[src/rtl/data_mem_arbiter.sv]
// Two-requester arbiter/sequencer for the single data-memory port: legality check,
// one-cycle memory access, registered ack/err/rdata back to the grantee, round-robin on ties.
module data_mem_arbiter #(
  parameter int unsigned MEM_BYTES = 2048
) (
  input  logic        clk,
  input  logic        rst,

  input  logic        coreReq,
  input  logic        coreWe,
  input  logic [63:0] coreAddr,
  input  logic [63:0] coreWdata,
  input  logic [2:0]  coreFunc3,
  output logic        coreAck,
  output logic        coreErr,
  output logic [63:0] coreRdata,

  input  logic        ldrReq,
  input  logic        ldrWe,
  input  logic [63:0] ldrAddr,
  input  logic [63:0] ldrWdata,
  input  logic [2:0]  ldrFunc3,
  output logic        ldrAck,
  output logic        ldrErr,
  output logic [63:0] ldrRdata,

  output logic [63:0] mr,
  output logic [63:0] mqb,
  output logic [2:0]  mfunc3,
  output logic        mwmem,
  input  logic [63:0] dmOut
);

  typedef enum logic {StIdle, StAccess} state_e;

  state_e      state_q, state_d;
  logic        last_gnt_q, last_gnt_d;  // 1 = loader
  logic        gnt_q, gnt_d;
  logic        we_q, we_d;
  logic [63:0] addr_q, addr_d;
  logic [63:0] wdata_q, wdata_d;
  logic [2:0]  func3_q, func3_d;
  logic        err_q, err_d;
  logic        core_ack_q, core_ack_d, core_err_q, core_err_d;
  logic        ldr_ack_q, ldr_ack_d, ldr_err_q, ldr_err_d;
  logic [63:0] core_rdata_q, core_rdata_d, ldr_rdata_q, ldr_rdata_d;

  logic        core_elig, ldr_elig, sel_ldr;
  logic [63:0] rdata_v;

  // 65-bit end address so that wrap-around past 2^64 is rejected too.
  function automatic logic access_err(input logic [63:0] addr, input logic [2:0] f3);
    logic [64:0] size;
    logic [64:0] end_addr;
    size     = 65'd1 << f3[1:0];
    end_addr = {1'b0, addr} + size;
    return (f3 == 3'b111) || ((addr & (size[63:0] - 64'd1)) != 64'd0) ||
           (end_addr > 65'(MEM_BYTES));
  endfunction

  // A port is masked during its own ack cycle so a still-held request is not re-issued.
  assign core_elig = coreReq & ~core_ack_q;
  assign ldr_elig  = ldrReq & ~ldr_ack_q;
  assign sel_ldr   = ldr_elig & (~core_elig | ~last_gnt_q);
  assign rdata_v   = (err_q | we_q) ? 64'd0 : dmOut;

  always_comb begin
    state_d      = state_q;
    last_gnt_d   = last_gnt_q;
    gnt_d        = gnt_q;
    we_d         = we_q;
    addr_d       = addr_q;
    wdata_d      = wdata_q;
    func3_d      = func3_q;
    err_d        = err_q;
    core_ack_d   = 1'b0;
    core_err_d   = 1'b0;
    core_rdata_d = core_rdata_q;
    ldr_ack_d    = 1'b0;
    ldr_err_d    = 1'b0;
    ldr_rdata_d  = ldr_rdata_q;
    case (state_q)
      StIdle: begin
        if (core_elig || ldr_elig) begin
          gnt_d      = sel_ldr;
          last_gnt_d = sel_ldr;
          we_d       = sel_ldr ? ldrWe    : coreWe;
          addr_d     = sel_ldr ? ldrAddr  : coreAddr;
          wdata_d    = sel_ldr ? ldrWdata : coreWdata;
          func3_d    = sel_ldr ? ldrFunc3 : coreFunc3;
          err_d      = sel_ldr ? access_err(ldrAddr, ldrFunc3) :
                                 access_err(coreAddr, coreFunc3);
          state_d    = StAccess;
        end
      end
      StAccess: begin
        state_d = StIdle;
        if (gnt_q) begin
          ldr_ack_d   = 1'b1;
          ldr_err_d   = err_q;
          ldr_rdata_d = rdata_v;
        end else begin
          core_ack_d   = 1'b1;
          core_err_d   = err_q;
          core_rdata_d = rdata_v;
        end
      end
      default: state_d = StIdle;
    endcase
  end

  always_ff @(posedge clk) begin
    if (rst) begin
      state_q      <= StIdle;
      last_gnt_q   <= 1'b1;
      gnt_q        <= 1'b0;
      we_q         <= 1'b0;
      addr_q       <= 64'd0;
      wdata_q      <= 64'd0;
      func3_q      <= 3'd0;
      err_q        <= 1'b0;
      core_ack_q   <= 1'b0;
      core_err_q   <= 1'b0;
      core_rdata_q <= 64'd0;
      ldr_ack_q    <= 1'b0;
      ldr_err_q    <= 1'b0;
      ldr_rdata_q  <= 64'd0;
    end else begin
      state_q      <= state_d;
      last_gnt_q   <= last_gnt_d;
      gnt_q        <= gnt_d;
      we_q         <= we_d;
      addr_q       <= addr_d;
      wdata_q      <= wdata_d;
      func3_q      <= func3_d;
      err_q        <= err_d;
      core_ack_q   <= core_ack_d;
      core_err_q   <= core_err_d;
      core_rdata_q <= core_rdata_d;
      ldr_ack_q    <= ldr_ack_d;
      ldr_err_q    <= ldr_err_d;
      ldr_rdata_q  <= ldr_rdata_d;
    end
  end

  assign mr        = addr_q;
  assign mqb       = wdata_q;
  assign mfunc3    = func3_q;
  // Combinational with rst so a store aborted by reset never reaches the memory.
  assign mwmem     = (state_q == StAccess) & we_q & ~err_q & ~rst;
  assign coreAck   = core_ack_q;
  assign coreErr   = core_err_q;
  assign coreRdata = core_rdata_q;
  assign ldrAck    = ldr_ack_q;
  assign ldrErr    = ldr_err_q;
  assign ldrRdata  = ldr_rdata_q;

endmodule

[config.mk]
export PLATFORM = sky130hd
export DESIGN_NAME = data_mem_arbiter
export DESIGN_NICKNAME = d
export VERILOG_FILES = /design/src/rtl/data_mem_arbiter.sv
export SDC_FILE = /design/constraint.sdc
export NUM_CORES = 1
export LEC_CHECK = 0
export BUFFER_PORTS_ARGS = -buffer_cell sky130_fd_sc_hd__clkbuf_2
export CORE_AREA = 10 10 224 226
export DETAILED_ROUTE_END_ITERATION = 12
export DIE_AREA = 0 0 234 236
export GPL_TIMING_DRIVEN = 0
export SLEW_MARGIN = 20
export SYNTH_ARGS = -nofsm -noshare
export SYNTH_HDL_FRONTEND = slang
export SYNTH_SLANG_ARGS = --single-unit
export TNS_END_PERCENT = 100
[constraint.sdc]
create_clock -name clk -period 6.3 [get_ports clk]
set_clock_uncertainty 0.1 [all_clocks]
set_input_delay 0.315 -clock clk [delete_from_list [all_inputs] [get_ports clk]]
set_output_delay 0.315 -clock clk [all_outputs]
set_load 0.1 [all_outputs]
==> flow_summary_export.csv <==
group,metric,value,unit
floorplan,rows,79,
synthesis,netlist_instances,1794,
grt,grt_pass1_wl,107000,um
synthesis,synth_edf_count,0,
detailed_routing,wirelength,72500,um
synthesis,ys_top_cells_by_area,"dfxtp_1, mux2i_1, a211oi_1, nand3_1, a21oi_1",
clock_tree,root_buffer,"clkbuf_16",
floorplan,die_w,234,um
critical_path,rrSetupSlack,2340,ps
clock_tree,clock-sinks,268,
floorplan,die_h,236,um
detailed_routing,avgViaCountPerCell,5.40,
min_path,hp-start,"coreAddr[48]",
grt,grt_pass1_vias,17513,
placed_design,place.detailed.hpwl,58300,um
power,p_int,3.30,mW
critical_path,worst-path-max-fanout,10,
clock_tree,cts_resized,0,
critical_path,r2r-start,"ldrAck$_SDFF_PP0_",
timing,fin_crit_sh,67.9,%
synthesis,ys_types,76,
synthesis,synth_most_common_cell,"dfxtp_1",
detailed_routing,firstDrtPassIters,5,
power,power_density,269,mW/mm2
synthesis,syn_area_per_cell,7.96,um2
critical_path,reg2reg_to,"mqb[44]$_SDFFE_PP0P_",
finish,layout.nets,2943,
placed_design,dp_cells,2976,
min_path,hold_end,"mr[48]$_SDFFE_PP0P_",
detailed_routing,wl_per_cell,22.4,um
floorplan,io_pins,596,
detailed_routing,ant_nets,0,
synthesis,ys_ff_latch,268,
finish,final_cells,3232,
critical_path,worst_setup_path_end_kind,"register",
timing,max_freq,0.234,GHz
timing,setup_viol,0,
detailed_routing,drc_errors,0,
finish,postLayoutCellArea,0.0209,mm2
timing,hold_viol_final,0,
clock_tree,cts_buffers,31,
placed_design,post_dp_cell_area,0.0179,mm2
floorplan,initial_core_util,31.1,%
power,switching_share,41.3,%
timing,slew_violations,0,
floorplan,coreArea,0.0459,mm2
clock_tree,tritoncts,"built",
detailed_routing,drt_iter0_markers,1273,
critical_path,critPathArrivalTime,4640,ps
min_path,min_path_type,"primary input to register",
clock_tree,cts.htree.levels,1,
grt,grt_overflow,0,
min_path,hold_depth,3,
finish,layout-drive-gt1-share,24.9,%
power,switchingPower,2.32,mW
synthesis,synthesis.nets,2138,
grt,grt_usage,24.8,%
synthesis,seq_area_frac_synth,37.6,%
synthesis,synth_flop_cell,"dfxtp_1",
clock_tree,clkTransAtPathRegs,60,ps
power,clock_power_share,31.6,%
synthesis,async_flop_share,0,%
clock_tree,clock_latency,590,ps
timing,period_minus_slack,4280,ps
timing,fin_setup_tns,0,ps
critical_path,worstSetupPathType,"primary input to register",
finish,area_growth,46.3,%
clock_tree,cts_max_path_buffers,3,
synthesis,synth_top_area_cell,"dfxtp_1",
critical_path,crit_required,6670,ps
timing,worst_pin_slew,1090,ps
finish,n_fill_cell,4536,
floorplan,dieArea,0.0552,mm2
synthesis,yosysTopAreaCellShare,37.6,%
timing,rsz0062_at_grt,"false",
timing,slew-limit-headroom,27.3,%
placed_design,numPortBuffers,575,
grt,grt_max_degree,17,
power,p_seq_share,33.6,%
power,comb_power_share,34.8,%
power,ir_drop,0.217,mV
grt,antenna_found_initial,6,
synthesis,yosys_warnings,0,
flow_run,drv_cap,0,
finish,final_core_util,45.6,%
synthesis,syn_area,0.0143,mm2
power,p_total,5.62,mW
placed_design,place.gp.congestion,1.00,
critical_path,rr_worst_depth,8,
critical_path,startpoint_type,"primary input",
run_status,outcome,"completed",
detailed_routing,vias,17437,
power,p_leak,8.67,nW
synthesis,ys_top_cells_by_count,"dfxtp_1, nor2_1, nand2_1",
per-layer routing:
metal  GRT usage (%)  share of wire (%)  up-vias
met2            43.9                 49      797
met5               0              0.050        -
met3            6.37                8.8      171
met1            27.3                 38     8235
li1                -                  -     8228
met4            10.6                4.5        6
worst max-delay path by stage:
stage,start,end,depth (start not counted),slack [ps]
after floorplan,rst,mwmem,3,2320
after global placement,ldrFunc3[1],err_q$_SDFFE_PP0P_,14,1760
after detailed placement,ldrFunc3[1],err_q$_SDFFE_PP0P_,14,1720
after CTS,coreAddr[3],err_q$_SDFFE_PP0P_,13,2230
after global routing,coreAddr[3],err_q$_SDFFE_PP0P_,13,2000
final,coreAddr[3],err_q$_SDFFE_PP0P_,13,2020
power groups by stage:
stage	clock network (mW)	logic, mW	registers [mW]
after detailed placement	0	1.83	1.92
after global placement	0	1.81	1.92
after global routing	1.87	2.05	1.90
after CTS	1.81	1.95	1.89
after floorplan	0	0.477	2.77
final	1.78	1.96	1.89
layout make-up:
cell class | count | area [um2] | share of cell area, %
antenna | 3 | 7.51 | 0.0359
buffer | 142 | 552 | 2.64
clock buffer | 46 | 892 | 4.27
clock inverter | 10 | 96.3 | 0.461
inverter | 33 | 124 | 0.593
multi-input combinational | 1351 | 8250 | 39.5
sequential | 268 | 5370 | 25.7
tap | 607 | 759 | 3.63
timing repair buffer | 772 | 4850 | 23.2
metrics by stage:
stage | hold slack [ps] | setup slack [ps]
floorplan | 362 | 2320
global placement | 342 | 1760
detailed placement | 347 | 1720
CTS | 0.783 | 2230
global route | 12.5 | 2000
finish | 15.4 | 2020
cell families (layout without fill, tap and decap cells):
family                     Yosys count  in the layout  share of synthesized area, %
AOI/OAI and AO/OA                  413            413                          18.9
xor gates and xnor gates            24             24                          1.47
muxes                              149            149                          10.5
other                                0              3                             0
and+or+nand+nor                    753            753                          25.7
buffers and inverters              175           1003                          4.72
adders and majority gates           12             12                          1.16
DFF                                268            268                          37.6
registers in the layout, summed over array words and instances, names as in the netlist, 3 cells and up:
name and cells:
coreRdata 64, mr 64, ldrRdata 64, mfunc3 3, mqb 64
worst max-delay path, stage by stage:
cell and delay [ps]:
dlygate4sd3_1 530, clkbuf_2 130, ha_1 140, clkbuf_1 320, a21oi_1 110, o22ai_1 600, nand3_1 350, buf_2 310
o41ai_1 770, nand4_1 160, nor4_1 500, and4_1 330, a211oi_1 60
repair_timing:
action                                 4_1_cts  5_1_grt
buffers inserted                             0        0
hold buffers                               196        1
endpoints found under the hold margin      207        1
layout by cell type, fill, tap and decap left out, types with 10 or more instances in the layout:
cell           count
and4_1            18
a211oi_1         137
buf_1             20
nor2_1           190
xnor2_1           17
ha_1              10
o21ai_0           32
and2_1            10
a21oi_1          153
clkbuf_1         120
nor4_1            21
clkbuf_16         31
mux2i_1          143
nand3_1          169
dfxtp_1          268
and3_1            13
dlygate4sd3_1    197
inv_1             33
nand4_1           53
or4_1             15
nor3_1            27
nand2_1          185
clkbuf_2         577
Note: power is estimated with default switching activity, not from simulation.
